**src/rtl/cordic_vectoring.sv**
```systemverilog
// ---------------------------------------------------------------------------
// cordic_vectoring
//
// Iterative vectoring-mode CORDIC. A Cartesian sample (x,y) is rotated onto
// the positive x axis one micro-rotation per clock. The accumulated rotation
// is returned as the phase and the final x as the magnitude. Only one vector
// is in flight at a time, with a valid/ready handshake on both sides.
//
// Optional feature macro: CORDIC_GAIN_COMP_EN
//   defined   : an extra SCALE cycle multiplies the magnitude by ~0.607299
//               (shift-add, truncated) to remove the CORDIC gain
//   undefined : magnitude is the raw CORDIC x (scaled by ~1.6468)
//
// Ports
//   clk_i    in   1          clock, rising edge
//   rst_i    in   1          synchronous reset, active-high
//   x_i      in   N_FRAC+1   signed input x, Q0.N_FRAC
//   y_i      in   N_FRAC+1   signed input y, Q0.N_FRAC
//   valid_i  in   1          x_i/y_i valid
//   ready_o  out  1          block idle, accepts input this cycle
//   mag_o    out  N_FRAC+3   signed magnitude (>= 0), Q2.N_FRAC
//   angle_o  out  N_FRAC+1   signed binary angle, +-1.0 full scale = +-pi
//   valid_o  out  1          mag_o/angle_o valid
//   ready_i  in   1          downstream accepts result
// ---------------------------------------------------------------------------
module cordic_vectoring #(
    parameter int N_FRAC         = 15,
    parameter int N_ITER         = 14,
    parameter int BW_SHIFT_VALUE = 4
) (
    input  logic                     clk_i,
    input  logic                     rst_i,
    input  logic signed [N_FRAC:0]   x_i,
    input  logic signed [N_FRAC:0]   y_i,
    input  logic                     valid_i,
    output logic                     ready_o,
    output logic signed [N_FRAC+2:0] mag_o,
    output logic signed [N_FRAC:0]   angle_o,
    output logic                     valid_o,
    input  logic                     ready_i
);

    localparam int W  = N_FRAC + 3;
    localparam int ZW = N_FRAC + 1;

    localparam logic [BW_SHIFT_VALUE-1:0] ITER_LAST = BW_SHIFT_VALUE'(N_ITER);
    localparam logic [BW_SHIFT_VALUE-1:0] ITER_ONE  = BW_SHIFT_VALUE'(1);

    localparam logic signed [ZW-1:0] Z_POS_QUARTER = {2'b01, {(ZW-2){1'b0}}};
    localparam logic signed [ZW-1:0] Z_NEG_QUARTER = {2'b11, {(ZW-2){1'b0}}};

    // The arctangent table is held at 2^15 scale; smaller N_FRAC builds
    // rescale it with round-half-up.
    localparam int          LUT_SHIFT = 15 - N_FRAC;
    localparam logic [31:0] LUT_HALF  = (LUT_SHIFT > 0) ? (32'd1 << (LUT_SHIFT - 1)) : 32'd0;

    typedef enum logic [1:0] {
        S_IDLE,
        S_ROTATE,
`ifdef CORDIC_GAIN_COMP_EN
        S_SCALE,
`endif
        S_DONE
    } state_t;

    state_t                    r_state;
    state_t                    w_nextState;
    logic signed [W-1:0]       r_x;
    logic signed [W-1:0]       r_y;
    logic signed [ZW-1:0]      r_z;
    logic [BW_SHIFT_VALUE-1:0] r_iterCount;
    logic                      r_zeroIn;
    logic signed [W-1:0]       r_mag;
    logic signed [ZW-1:0]      r_angle;

    logic signed [W-1:0]       w_xExt;
    logic signed [W-1:0]       w_yExt;
    logic signed [W-1:0]       w_xPre;
    logic signed [W-1:0]       w_yPre;
    logic signed [ZW-1:0]      w_zPre;
    logic signed [W-1:0]       w_xShift;
    logic signed [W-1:0]       w_yShift;
    logic signed [ZW-1:0]      w_atan;
    logic signed [W-1:0]       w_xNext;
    logic signed [W-1:0]       w_yNext;
    logic signed [ZW-1:0]      w_zNext;
    logic                      w_rotDone;
    logic signed [ZW-1:0]      w_angleFinal;
`ifdef CORDIC_GAIN_COMP_EN
    logic signed [W-1:0]       w_magScaled;
`endif

    // Arctangent of 2^-i as a fraction of pi, rounded to the angle LSB.
    function automatic logic signed [ZW-1:0] atanLut(input logic [BW_SHIFT_VALUE-1:0] idx);
        logic [31:0] v;
        case (int'(idx))
            0:       v = 32'd8192;
            1:       v = 32'd4836;
            2:       v = 32'd2555;
            3:       v = 32'd1297;
            4:       v = 32'd651;
            5:       v = 32'd326;
            6:       v = 32'd163;
            7:       v = 32'd81;
            8:       v = 32'd41;
            9:       v = 32'd20;
            10:      v = 32'd10;
            11:      v = 32'd5;
            12:      v = 32'd3;
            13:      v = 32'd1;
            14:      v = 32'd1;
            default: v = 32'd0;
        endcase
        v = (v + LUT_HALF) >> LUT_SHIFT;
        return v[ZW-1:0];
    endfunction

    assign w_xExt = {{2{x_i[N_FRAC]}}, x_i};
    assign w_yExt = {{2{y_i[N_FRAC]}}, y_i};

    // Fold the input into the right half-plane so the micro-rotations, which
    // cover only about +-100 degrees, can always converge. The widened
    // registers keep the negation of -1.0 representable.
    always_comb begin
        w_xPre = w_xExt;
        w_yPre = w_yExt;
        w_zPre = '0;
        if (x_i[N_FRAC]) begin
            if (!y_i[N_FRAC]) begin
                w_xPre = w_yExt;
                w_yPre = -w_xExt;
                w_zPre = Z_POS_QUARTER;
            end else begin
                w_xPre = -w_yExt;
                w_yPre = w_xExt;
                w_zPre = Z_NEG_QUARTER;
            end
        end
    end

    // One micro-rotation, steering y towards zero. All three updates are
    // computed from the pre-iteration register values.
    always_comb begin
        w_xShift = r_x >>> r_iterCount;
        w_yShift = r_y >>> r_iterCount;
        w_atan   = atanLut(r_iterCount);
        if (!r_y[W-1]) begin
            w_xNext = r_x + w_yShift;
            w_yNext = r_y - w_xShift;
            w_zNext = r_z + w_atan;
        end else begin
            w_xNext = r_x - w_yShift;
            w_yNext = r_y + w_xShift;
            w_zNext = r_z - w_atan;
        end
    end

    // The counter runs past the last iteration by one: that extra ROTATE
    // cycle only loads the output registers.
    assign w_rotDone    = (r_iterCount == ITER_LAST);
    assign w_angleFinal = r_zeroIn ? '0 : r_z;

`ifdef CORDIC_GAIN_COMP_EN
    // 1/K ~= 2^-1 + 2^-3 - 2^-6 - 2^-9 - 2^-13, each term truncated.
    assign w_magScaled = (r_x >>> 1) + (r_x >>> 3) - (r_x >>> 6) - (r_x >>> 9) - (r_x >>> 13);
`endif

    // State register.
    always_ff @(posedge clk_i) begin
        if (rst_i) begin
            r_state <= S_IDLE;
        end else begin
            r_state <= w_nextState;
        end
    end

    // Next-state logic. DONE never accepts a new vector directly; the block
    // always passes through IDLE first.
    always_comb begin
        w_nextState = r_state;
        case (r_state)
            S_IDLE: begin
                if (valid_i) begin
                    w_nextState = S_ROTATE;
                end
            end
            S_ROTATE: begin
                if (w_rotDone) begin
`ifdef CORDIC_GAIN_COMP_EN
                    w_nextState = S_SCALE;
`else
                    w_nextState = S_DONE;
`endif
                end
            end
`ifdef CORDIC_GAIN_COMP_EN
            S_SCALE: begin
                w_nextState = S_DONE;
            end
`endif
            S_DONE: begin
                if (ready_i) begin
                    w_nextState = S_IDLE;
                end
            end
            default: begin
                w_nextState = S_IDLE;
            end
        endcase
    end

    // Datapath: capture with pre-rotation, iterate, then load the output
    // registers, which stay untouched until the next vector completes.
    always_ff @(posedge clk_i) begin
        if (rst_i) begin
            r_x         <= '0;
            r_y         <= '0;
            r_z         <= '0;
            r_iterCount <= '0;
            r_zeroIn    <= 1'b0;
            r_mag       <= '0;
            r_angle     <= '0;
        end else begin
            case (r_state)
                S_IDLE: begin
                    if (valid_i) begin
                        r_x         <= w_xPre;
                        r_y         <= w_yPre;
                        r_z         <= w_zPre;
                        r_iterCount <= '0;
                        r_zeroIn    <= (x_i == '0) && (y_i == '0);
                    end
                end
                S_ROTATE: begin
                    if (!w_rotDone) begin
                        r_x         <= w_xNext;
                        r_y         <= w_yNext;
                        r_z         <= w_zNext;
                        r_iterCount <= r_iterCount + ITER_ONE;
                    end
`ifndef CORDIC_GAIN_COMP_EN
                    else begin
                        r_mag   <= r_x;
                        r_angle <= w_angleFinal;
                    end
`endif
                end
`ifdef CORDIC_GAIN_COMP_EN
                S_SCALE: begin
                    r_mag   <= w_magScaled;
                    r_angle <= w_angleFinal;
                end
`endif
                default: begin
                end
            endcase
        end
    end

    assign ready_o = (r_state == S_IDLE);
    assign valid_o = (r_state == S_DONE);
    assign mag_o   = r_mag;
    assign angle_o = r_angle;

endmodule

```
**config.mk**
```make
export PLATFORM = sky130hd
export DESIGN_NAME = cordic_vectoring
export DESIGN_NICKNAME = d
export VERILOG_FILES = /design/src/rtl/cordic_vectoring.sv
export SDC_FILE = /design/constraint.sdc
export NUM_CORES = 1
export LEC_CHECK = 0
export CAP_MARGIN = 20
export CORE_MARGIN = 2
export CORE_UTILIZATION = 55
export CTS_CLUSTER_SIZE = 20
export DETAILED_ROUTE_END_ITERATION = 10
export PLACE_DENSITY = 0.77
export REMOVE_ABC_BUFFERS = 1
export SYNTH_ARGS = -nofsm -noshare
export SYNTH_HDL_FRONTEND = slang
export SYNTH_SLANG_ARGS = --single-unit
```
**constraint.sdc**
```tcl
create_clock -name clk_i -period 5.4 [get_ports clk_i]
set_input_delay 1.08 -clock clk_i [delete_from_list [all_inputs] [get_ports clk_i]]
set_output_delay 1.08 -clock clk_i [all_outputs]
set_load 0.1 [all_outputs]
```
# Word-level counts from Yosys, hierarchy flattened
# Memories as Yosys holds them, arrays and structs flattened. A register that Yosys moved wholly into a read port is not among the register bits.
# Cells that the tools add are included.
# word_totals
reg_bits,93
mem_bits_ro,224
inputBits,36
memories,1
# mem_list
name,depth,word_bits,read_ports,rd_clocked_by_memory_dff,write_ports,line,source
(name not given),16,14,1,1,0,96,case (int'(idx))
# classes
add_sub_neg,9
n_eq_ne,7
shifts,2
n_mux,28
n_reduce_logical,9
# op_table
operator,count
18-bit two-way mux,10
16-bit two-way mux,6
18-bit one-hot mux with 2 select lines,2
18-bit adder,2
16-bit negation with 18-bit output,2
18-bit by 4-bit >>> shifter with 18-bit output,2
18-bit subtractor,2
16-bit zero test,2
16-bit one-hot mux with 2 select lines,1
16-bit adder,1
4-bit two-way mux,4
16-bit subtractor,1
4-bit one-hot mux with 2 select lines,1
2-bit two-way mux,3
2-bit != test (second input constant),3
2-bit one-hot mux with 3 select lines,1
3-bit AND reduction,2
4-bit by 1-bit adder with 4-bit output (second input constant),1
4-bit equality test (second input constant),1
2-bit AND reduction,2
2-bit by 1-bit equality test with 1-bit output (second input constant),1
2-bit equality test (second input constant),1
2-bit zero test,1
2-bit by 1-bit != test with 1-bit output (second input constant),1
other kinds (2),2

# Logic depth before layout (Yosys ltp)
# Gate-level depths: netlist (run 1).
# depth
depth_word,5
depth_mapped,22
ltp_nobuf,19

# Worst setup path before layout (run 1)
# OpenSTA, ideal clock, no wires.
# synth_timing
kind,reg-to-reg
start,reg r_iterCount[3]
end,reg r_y[16]
setup_ps,131
arrival_time_ps,4243
t_required_ps,5269
setup_slack_ps,1026
stages_incl_launch_ff,22
path_buffers,5
synth_period_minus_slack_ps,4374
path_cell_list,dfxtp_1 -> buf_2 -> buf_2 -> buf_1 -> clkbuf_1 -> clkbuf_1 -> nand2_1 -> a21oi_1 -> a21oi_1 -> ha_1 -> nand2_1 -> o21ai_0 -> fa_1 -> a21o_1 -> a21oi_1 -> o21ai_0 -> a21o_1 -> a211oi_1 -> o21ai_0 -> a21oi_1 -> xor2_1 -> o32ai_1
# synth_via
elab_chain_cells,5
word_cells_on_any_way,9
classes_between,2 x add/sub; 2 x eq/ne; 1 x shift; 3 x mux; 1 x reduce/logical
# synth_lines
element,line,source
"start, declared",71,logic [BW_SHIFT_VALUE-1:0] r_iterCount;
"start signal, assigned",239,r_iterCount <= r_iterCount + ITER_ONE;
18-bit by 4-bit >>> shifter with 18-bit output,144,w_xShift = r_x >>> r_iterCount;
18-bit subtractor / 18-bit adder (equally long branches),"149, 153",
18-bit two-way mux,147,if (!r_y[W-1]) begin
18-bit two-way mux,235,if (!w_rotDone) begin
18-bit one-hot mux with 2 select lines,224,case (r_state)
"end signal, assigned",228,r_y <= w_yPre;
"end signal, assigned",237,r_y <= w_yNext;
"end, declared",69,logic signed [W-1:0] r_y;
# Parallel ways exist; a longest one is shown, timed or not. The select of a mux whose other input is x is not followed.
# A chain may end at the register's enable or synchronous reset.

# Worst setup path in the final report (run 1)
# layout_timing
start,reg r_iterCount[3]
end,reg r_x[17]
# layout_via
elab_chain_cells,5
word_cells_on_any_way,9
classes_between,2 x add/sub; 2 x eq/ne; 1 x shift; 3 x mux; 1 x reduce/logical
# layout_lines
element,line,source
18-bit by 4-bit >>> shifter with 18-bit output,145,w_yShift = r_y >>> r_iterCount;
18-bit adder / 18-bit subtractor (equally long branches),"148, 152",
18-bit two-way mux,147,
18-bit two-way mux,235,
18-bit one-hot mux with 2 select lines,224,
"end signal, assigned",227,r_x <= w_xPre;
"end signal, assigned",236,r_x <= w_xNext;
"end, declared",68,logic signed [W-1:0] r_x;
# Parallel ways exist; a longest one is shown, timed or not. The select of a mux whose other input is x is not followed.

==> out/metrics.yaml, run 1 <==
yosys_register_bits: 107
hold_viol: 0
cp-end-kind: "register"
p_int_mw: 2.16
slew_violations: 0
drv_cap: 0
status: "finished clean"
die_h_um: 139
yosysTopAreaCellShare_pct: 21.2
mostFrequentLayoutCell: "nand2_1"
cp_max_fo: 18
cts_buffer_depth: 2
final_cell_mix: "nand2_1 (163), nor2_1 (151), a21oi_1 (148)"
initial_core_util_pct: 56.2
fin_crit_sh_pct: 92.5
clkPwrFrac_pct: 18.0
diodes: 0
clock-sinks: 107
die_area_um2: 19500
core_area_um2: 18000
hold_path_depth: 2
die_x_um: 139
drive_above_1_share_pct: 8.19
swShare_pct: 44.3
yosys-top-cells-area: "dfxtp_1 (21%), ha_1 (7.7%), a21oi_1 (7.3%), mux4_2 (6.5%), nand2_1 (6.1%)"
clk_pin_slew_ns: 0.08
worstMarginPinSlew_ns: 1.03
cts_htree_levels: 3
setup_viol: 0
slew-limit-headroom_pct: 31.6
timing.fmax_mhz: 200
antenna_found_initial: 0
ir_drop_mv: 0.174
hpwl_mm: 23.1
root_buffer: "clkbuf_16"
ant_nets: 0
drt_iter0_drc: 859
synth_top_area_cell: "dfxtp_1"
cts_tree: "built"
drc: 0
synth_edf_count: 0
min_path_type: "reg2reg"
synth.distinct_cells: 80
grt_max_degree: 66
via_per_inst: 6.40
worstPathRequired_ns: 5.70
rsz0062_at_grt: "false"
routedWlPerCell_um: 19.7
startpoint_type: "register"
grt_pass1_wl_mm: 50.4
io_buffers: 71
combinationalPowerShare_pct: 56.3
final_nets: 1463
p_total_mw: 3.88
finalClockSkew_ns: 0.0123
gp_congestion: 0.968
grt-ovfl-total: 0
wl_mm: 31.4
crit_type: "reg2reg"
grt_use_total_pct: 32.1
syn-cell-area_um2: 10100
p_leak_nw: 4.35
clock_latency_ns: 0.37
ys_warn_count: 0
period_needed_ns: 5.00
vias: 10200
synth_flop_cell: "dfxtp_1"
ff2ff_path_depth: 19
final_cells: 1596
p_switching_mw: 1.72
worstPathArrival_ns: 5.30
cts_hold_buf: 0
dr.pass1.iters: 7
postSynthCellCount: 1333
syn2layout_area_growth_pct: 11.7
async_reset_ff_share_pct: 0
cts_buffers: 9
avgSynthCellArea_um2: 7.57
yosysSeqAreaShare_pct: 21.2
grt_pass1_vias: 9647
dp_cells: 1580
core.rowCount: 49
ioPinCount: 72
seqPwrFrac_pct: 25.7
r2r_slack_ns: 0.40
power.density_nw_per_um2: 344
cells in the mapped netlist (11+ instances only):
| library cell | instances |
|---|---|
| mux2i_1 | 21 |
| mux2_2 | 11 |
| nor2_1 | 152 |
| o21ai_0 | 77 |
| a31oi_1 | 24 |
| nor3_1 | 49 |
| ha_1 | 62 |
| xnor2_1 | 66 |
| a211oi_1 | 27 |
| or3_1 | 13 |
| clkbuf_1 | 61 |
| inv_1 | 37 |
| nand3_1 | 29 |
| nor2b_1 | 12 |
| mux4_2 | 29 |
| dfxtp_1 | 107 |
| nand2_1 | 163 |
| a21o_1 | 17 |
| xor2_1 | 27 |
| nand3b_1 | 15 |
| a21oi_1 | 148 |
power by group through the flow:
stage | clock network (mW) | logic, mW | registers, mW
6_report | 0.700 | 2.18 | 0.997
5_1_grt | 0.738 | 2.41 | 1.00
4_1_cts | 0.709 | 2.15 | 0.989
3_5_place_dp | 0 | 2.12 | 1.01
3_3_place_gp | 0 | 2.09 | 1.00
2_1_floorplan | 0 | 1.65 | 0.969
area by class of cell:
type,instances,area [um2]
flip-flops and latches,107,2150
well taps,229,287
clock buffers,9,225
inverters,38,143
fillers,1613,6690
repair buffers,101,928
clock inverters,7,86.3
multi-input cells,1105,7450
per-stage QoR:
| stage | hold WS [ns] | setup slack [ns] | cell area (um2) | util (%) | setup TNS (ns) |
|---|---|---|---|---|---|
| 2_1_floorplan | 0.440 | -0.0863 | 9730 | - | -0.151 |
| 3_3_place_gp | 0.437 | 0.468 | 11000 | 61.0 | 0 |
| 3_5_place_dp | 0.442 | 0.377 | 11000 | 61.0 | 0 |
| 4_1_cts | 0.453 | 0.349 | 11300 | 62.7 | 0 |
| 5_1_grt | 0.470 | 0.0698 | 11300 | 62.8 | 0 |
| 6_report | 0.451 | 0.405 | 11300 | 62.8 | 0 |
per-layer routing:
layer / track usage [%] / vias up / routed length (um)
li1: - / 4896 / -
met1: 42.6 / 4769 / 13400
met2: 49.5 / 480 / 13700
met3: 10.5 / 71 / 3450
met4: 10.7 / 0 / 916
met5: 0 / - / 0
path summary, 6_finish.rpt:
check	from	endpoint
setup / recovery	r_iterCount[3]	r_x[17]
hold / removal	angle_o[15]	angle_o[15]
setup reg to reg	r_iterCount[3]	r_x[17]
hold reg to reg	angle_o[15]	angle_o[15]
cell families after synthesis:
kind of cell	count (synthesis)	share of synthesized area [%]
DFF	107	21.2
and+or+nand+nor	493	22.6
adders and majority gates	65	8.28
AOI/OAI and AO/OA	386	23.6
buffers and inverters	121	4.98
xor gates and xnor gates	94	8.29
muxes	67	11.0
registers in the layout (all words and copies together), names as in the netlist:
name,count
r_zeroIn,1
r_iterCount,4
r_x,18
r_state,2
w_atan,14
r_z,16
mag_o,18
r_y,18
angle_o,16
repair_timing:
| item | 4_1_cts | 5_1_grt |
|---|---|---|
| resized for setup | 0 | 2 |
| buffers inserted | 0 | 0 |
| endpoints found under the hold margin | 0 | 0 |
| setup endpoints to repair | 0 | 2 |
critical path: stages, from the launching register on:
cell	delay [ns]
dfxtp_1	0.82
buf_4	0.31
nor2_1	0.22
a22oi_1	0.25
o211ai_1	0.19
a221oi_2	0.33
nand2_1	0.10
nor2_1	0.17
a21oi_1	0.06
a31oi_1	0.13
o21ai_0	0.09
ha_1	0.36
a21o_1	0.20
a311o_1	0.36
nor3_1	0.18
a21oi_1	0.16
a31oi_1	0.29
o21ai_0	0.16
or4_1	0.48
nand3_1	0.08
Note: power is estimated with default switching activity, not from simulation.
==> run 2: changes to the inputs <==
--- a/config.mk
+++ b/config.mk
@@ -6,11 +6,13 @@
 export NUM_CORES = 1
 export LEC_CHECK = 0
 export CAP_MARGIN = 20
+export CELL_PAD_IN_SITES_DETAIL_PLACEMENT = 0
+export CELL_PAD_IN_SITES_GLOBAL_PLACEMENT = 1
 export CORE_MARGIN = 2
-export CORE_UTILIZATION = 55
+export CORE_UTILIZATION = 45
 export CTS_CLUSTER_SIZE = 20
 export DETAILED_ROUTE_END_ITERATION = 10
-export PLACE_DENSITY = 0.77
+export PLACE_DENSITY = 0.84
 export REMOVE_ABC_BUFFERS = 1
 export SYNTH_ARGS = -nofsm -noshare
 export SYNTH_HDL_FRONTEND = slang
==> out/metrics.yaml, run 2 (synthesis results as in run 1) <==
final_nets: 1469
ioPinCount: 72
die_area_um2: 23600
diodes: 0
reg2reg_to: "r_y[17]"
dr.pass1.iters: 7
worstPathArrival_ns: 5.28
slew-limit-headroom_pct: 32.1
vias: 10200
critPathSlowestCell: "dfxtp_1"
timing.fmax_mhz: 200
root_buffer: "clkbuf_16"
hpwl_mm: 24.6
hold_viol: 0
clock_latency_ns: 0.36
cts_setup_buffers: 0
tns_ns: 0
p_total_mw: 3.98
period_needed_ns: 5.01
grt-ovfl-total: 0
path_buf_inv: 1
grt_pass1_wl_mm: 53.0
r2r_start: "r_iterCount[3]"
power.density_nw_per_um2: 349
drt_iter0_drc: 817
fin_crit_sh_pct: 92.7
clk_pin_slew_ns: 0.09
hold_end: "angle_o[12]"
drv_cap: 0
grt_use_total_pct: 28.1
syn2layout_area_growth_pct: 13.1
finalClockSkew_ns: 0.0157
antenna_found_initial: 0
core_area_um2: 21900
status: "finished clean"
mostFrequentLayoutCell: "nand2_1"
die_x_um: 154
core.rowCount: 54
slew_violations: 0
via_per_inst: 6.20
hold_path_depth: 2
min_path_type: "reg2reg"
cts_htree_levels: 3
r2r_slack_ns: 0.39
rsz0062_at_grt: "false"
slowest_delay_ns: 0.86
worstPathRequired_ns: 5.67
crit_family: "compound AO/OA/AOI/OAI gates"
io_buffers: 71
cpMostUsedCell: "a21oi_1"
wl_mm: 33.2
grt_pass1_vias: 9393
cts_tree: "built"
final_cells: 1653
final_cell_mix: "nand2_1 (163), nor2_1 (151), a21oi_1 (148)"
drive_above_1_share_pct: 8.59
die_h_um: 154
min_from: "angle_o[12]"
ff2ff_path_depth: 17
cts_buffer_depth: 2
cts_buffers: 9
startpoint_type: "register"
worstMarginPinSlew_ns: 1.02
cp-end-kind: "register"
drc: 0
setup_viol: 0
clock-sinks: 107
grt_max_degree: 66
crit_chain: "mux4_2, mux2_2, o32a_1, a21oi_1, nor2b_1, buf_4, a21oi_1, xnor2_1, ha_1, a21oi_1, o21ai_0, o21ai_0, o21ai_0, a21o_1, a21oi_1, xnor3_1, o32ai_1"
ir_drop_mv: 0.153
initial_core_util_pct: 46.1
ant_nets: 0
crit_type: "reg2reg"
p_leak_nw: 4.39
routedWlPerCell_um: 20.1
dp_cells: 1636
cp_max_fo: 20
gp_congestion: 0.995
cts_hold_buf: 0
## run 2: cell types whose count changed in the layout (fill, tap and decap cells not counted), sizes merged
cell,delta
clkinvlp,+1
buf,+6
inv,-2
bufinv,+1
## run 2: how the worst max path moves through the flow
| stage | from | to | slack [ns] | depth (start not counted) |
|---|---|---|---|---|
| 4_1_cts | r_iterCount[1] | r_y[17] | 0.42 | 19 |
| 3_3_place_gp | r_iterCount[1] | r_y[17] | 0.49 | 17 |
| 3_5_place_dp | r_iterCount[1] | r_y[17] | 0.45 | 19 |
| 2_1_floorplan | r_iterCount[0] | r_y[17] | -0.09 | 18 |
| 6_report | r_iterCount[3] | r_y[17] | 0.39 | 17 |
| 5_1_grt | r_iterCount[3] | r_x[17] | 0.05 | 19 |
## run 2: area by class of cell
class | instances | area (um2)
Fill cell | 2167 | 10500
Multi-Input combinational cell | 1105 | 7450
Sequential cell | 107 | 2150
Timing Repair Buffer | 107 | 993
Tap cell | 280 | 350
Clock buffer | 9 | 225
Inverter | 38 | 143
Clock inverter | 7 | 106
## run 2: what timing repair did
| action | CTS | global route |
|---|---|---|
| resized for setup | 0 | 1 |
| endpoints found under the setup margin | 0 | 1 |
| endpoints found under the hold margin | 0 | 0 |
## run 2: metal layers
metal | vias up | wire (um) | share of wire [%] | global-route usage [%]
li1 | 4916 | - | - | -
met1 | 4786 | 15800 | 47 | 42.7
met2 | 493 | 13600 | 41 | 40.1
met3 | 54 | 2820 | 8.5 | 4.54
met4 | 0 | 1060 | 3.2 | 9.35
met5 | - | 0 | 0 | 0
## run 2: report_power, final
group,leakage [nW],switching (mW),total [mW],internal (mW)
Clock,0.156,0.368,0.746,0.378
Combinational,3.36,1.26,2.23,0.973
Sequential,0.875,0.149,1.01,0.860
## run 2: worst min-delay path, stage by stage, from the launching register on
cell     delay (ns)
dfxtp_1        0.32
nand2_1        0.05
a21oi_1        0.05
## run 2: metrics by stage
stage                     area (um2)  hold slack [ns]  utilization, %  setup slack, ns
after floorplan                 9730            0.440               -          -0.0863
after global placement         11100            0.438            50.5            0.489
after detailed placement       11100            0.443            50.5            0.455
after CTS                      11400            0.456            52.0            0.416
after global routing           11400            0.477            52.2           0.0472
final                          11400            0.450            52.2            0.394
==> run 3: changes to the inputs <==
--- a/config.mk
+++ b/config.mk
@@ -8,6 +8,7 @@
 export CAP_MARGIN = 20
 export CELL_PAD_IN_SITES_DETAIL_PLACEMENT = 0
 export CELL_PAD_IN_SITES_GLOBAL_PLACEMENT = 1
+export CORE_ASPECT_RATIO = 1.25
 export CORE_MARGIN = 2
 export CORE_UTILIZATION = 45
 export CTS_CLUSTER_SIZE = 20
==> out/metrics.yaml, run 3 (synthesis results as in run 1) <==
io_buffers: 71
finalClockSkew_ns: 0.0161
post-place-ws_ns: 0.370
dp_cells: 1639
hold_slack_ns: 0.451
power.density_nw_per_um2: 337
initial_core_util_pct: 45.6
ioPinCount: 72
vias: 10100
worst_slack_ns: 0.551
clock-sinks: 107
critPathSlowestCell: "dfxtp_4"
grt_pass1_wl_mm: 50.4
worstPathRequired_ns: 5.70
diodes: 0
min_path_type: "reg2reg"
slowest_delay_ns: 0.57
min_from: "angle_o[13]"
root_buffer: "clkbuf_16"
die_area_um2: 23700
grt_max_degree: 66
clkPwrFrac_pct: 17.3
syn2layout_area_growth_pct: 12.6
clock_latency_ns: 0.37
ir_drop_mv: 0.175
cts_buffers: 9
fin_crit_sh_pct: 89.8
drc: 0
final_cell_mix: "nand2_1 (163), nor2_1 (151), a21oi_1 (148)"
grt-ovfl-total: 0
placed_cell_area_um2: 11100
core_area_um2: 22100
setup_viol: 0
met3_usage_pct: 3.89
slew_violations: 0
combinationalPowerShare_pct: 56.7
final_nets: 1468
worstMarginPinSlew_ns: 1.02
seqPwrFrac_pct: 26.0
slew-limit-headroom_pct: 32.0
grt_use_total_pct: 27.6
grt_pass1_vias: 9423
via_per_inst: 6.10
stdcell_area_um2: 11400
ant_nets: 0
p_switching_mw: 1.69
die_h_um: 171
cp-end-kind: "register"
clk_pin_slew_ns: 0.07
startpoint_type: "register"
grt.busiest_layer: "met2"
status: "finished clean"
fin_util_pct: 51.4
hold_viol: 0
hold_end: "angle_o[13]"
rsz0062_at_grt: "false"
routedWlPerCell_um: 19.6
reg2reg_to: "r_x[17]"
ff2ff_path_depth: 19
dr.pass1.iters: 5
p_leak_nw: 4.36
timing.fmax_mhz: 206
hpwl_mm: 24.2
tns_ns: 0
crit_chain: "buf_4, mux4_2, a22oi_1, o211ai_1, a221oi_2, nand2_1, nor2_1, a21oi_1, a31oi_1, o21ai_0, ha_1, a21o_1, a311o_1, nor3_1, a21oi_1, a31oi_1, o21ai_0, or4_1, nand3_1"
p_total_mw: 3.84
drive_above_1_share_pct: 8.53
worstPathArrival_ns: 5.15
cp_max_fo: 24
cts_buffer_depth: 2
gr-usage-met1_pct: 32.6
wl_mm: 32.4
cts_tree: "built"
final_cells: 1655
die_x_um: 138
r2r_slack_ns: 0.55
r2r_start: "r_iterCount[0]"
p_int_mw: 2.14
period_needed_ns: 4.85
gp_congestion: 0.947
swShare_pct: 44.1
crit_type: "reg2reg"
antenna_found_initial: 0
drv_cap: 0
hold_path_depth: 2
drt_iter0_drc: 765
cts_htree_levels: 3
mostFrequentLayoutCell: "nand2_1"
core.rowCount: 61
gr-usage-met2_pct: 48.3
## run 3: critical path: cells and delay by family, from the launching register on
family	cells	cell delay, ns
AOI/OAI and AO/OA	11	2.13
adders and majority gates	1	0.35
buffers and inverters	1	0.27
DFF	1	0.57
muxes	1	0.51
and+or+nand+nor	5	0.93
## run 3: power by group through the flow
stage,registers (mW),clock network (mW),logic (mW)
after floorplan,0.969,0,1.65
after global placement,1.01,0,2.13
after detailed placement,1.01,0,2.14
after CTS,0.992,0.677,2.16
after global routing,1.00,0.707,2.41
final,0.998,0.664,2.17
## run 3: worst max path at each step
stage	start	to	slack, ns	cells past startpoint
CTS	r_iterCount[0]	r_x[17]	0.34	19
floorplan	r_iterCount[0]	r_y[17]	-0.09	18
global route	r_iterCount[0]	r_x[17]	0.08	19
finish	r_iterCount[0]	r_x[17]	0.55	19
global placement	r_iterCount[0]	r_x[17]	0.46	19
detailed placement	r_iterCount[0]	r_x[17]	0.37	19
## run 3: final cells by class
cell class | instances | area [um2]
Inverter | 38 | 143
Timing Repair Buffer | 106 | 986
Fill cell | 2247 | 10800
Sequential cell | 107 | 2150
Clock inverter | 6 | 48.8
Tap cell | 283 | 354
Multi-Input combinational cell | 1105 | 7450
Clock buffer | 10 | 229
## run 3: per-layer routing
metal,share of wire (%),vias to the layer above
li1,-,4908
met1,41,4765
met2,49,339
met3,4.8,89
met4,5.3,0
met5,0,-
## run 3: what timing repair did
| action | CTS | global route |
|---|---|---|
| gates resized for setup | 0 | 3 |
| endpoints found under the setup margin | 0 | 2 |
| setup buffers | 0 | 0 |
| hold buffers | 0 | 0 |
| endpoints found under the hold margin | 0 | 0 |
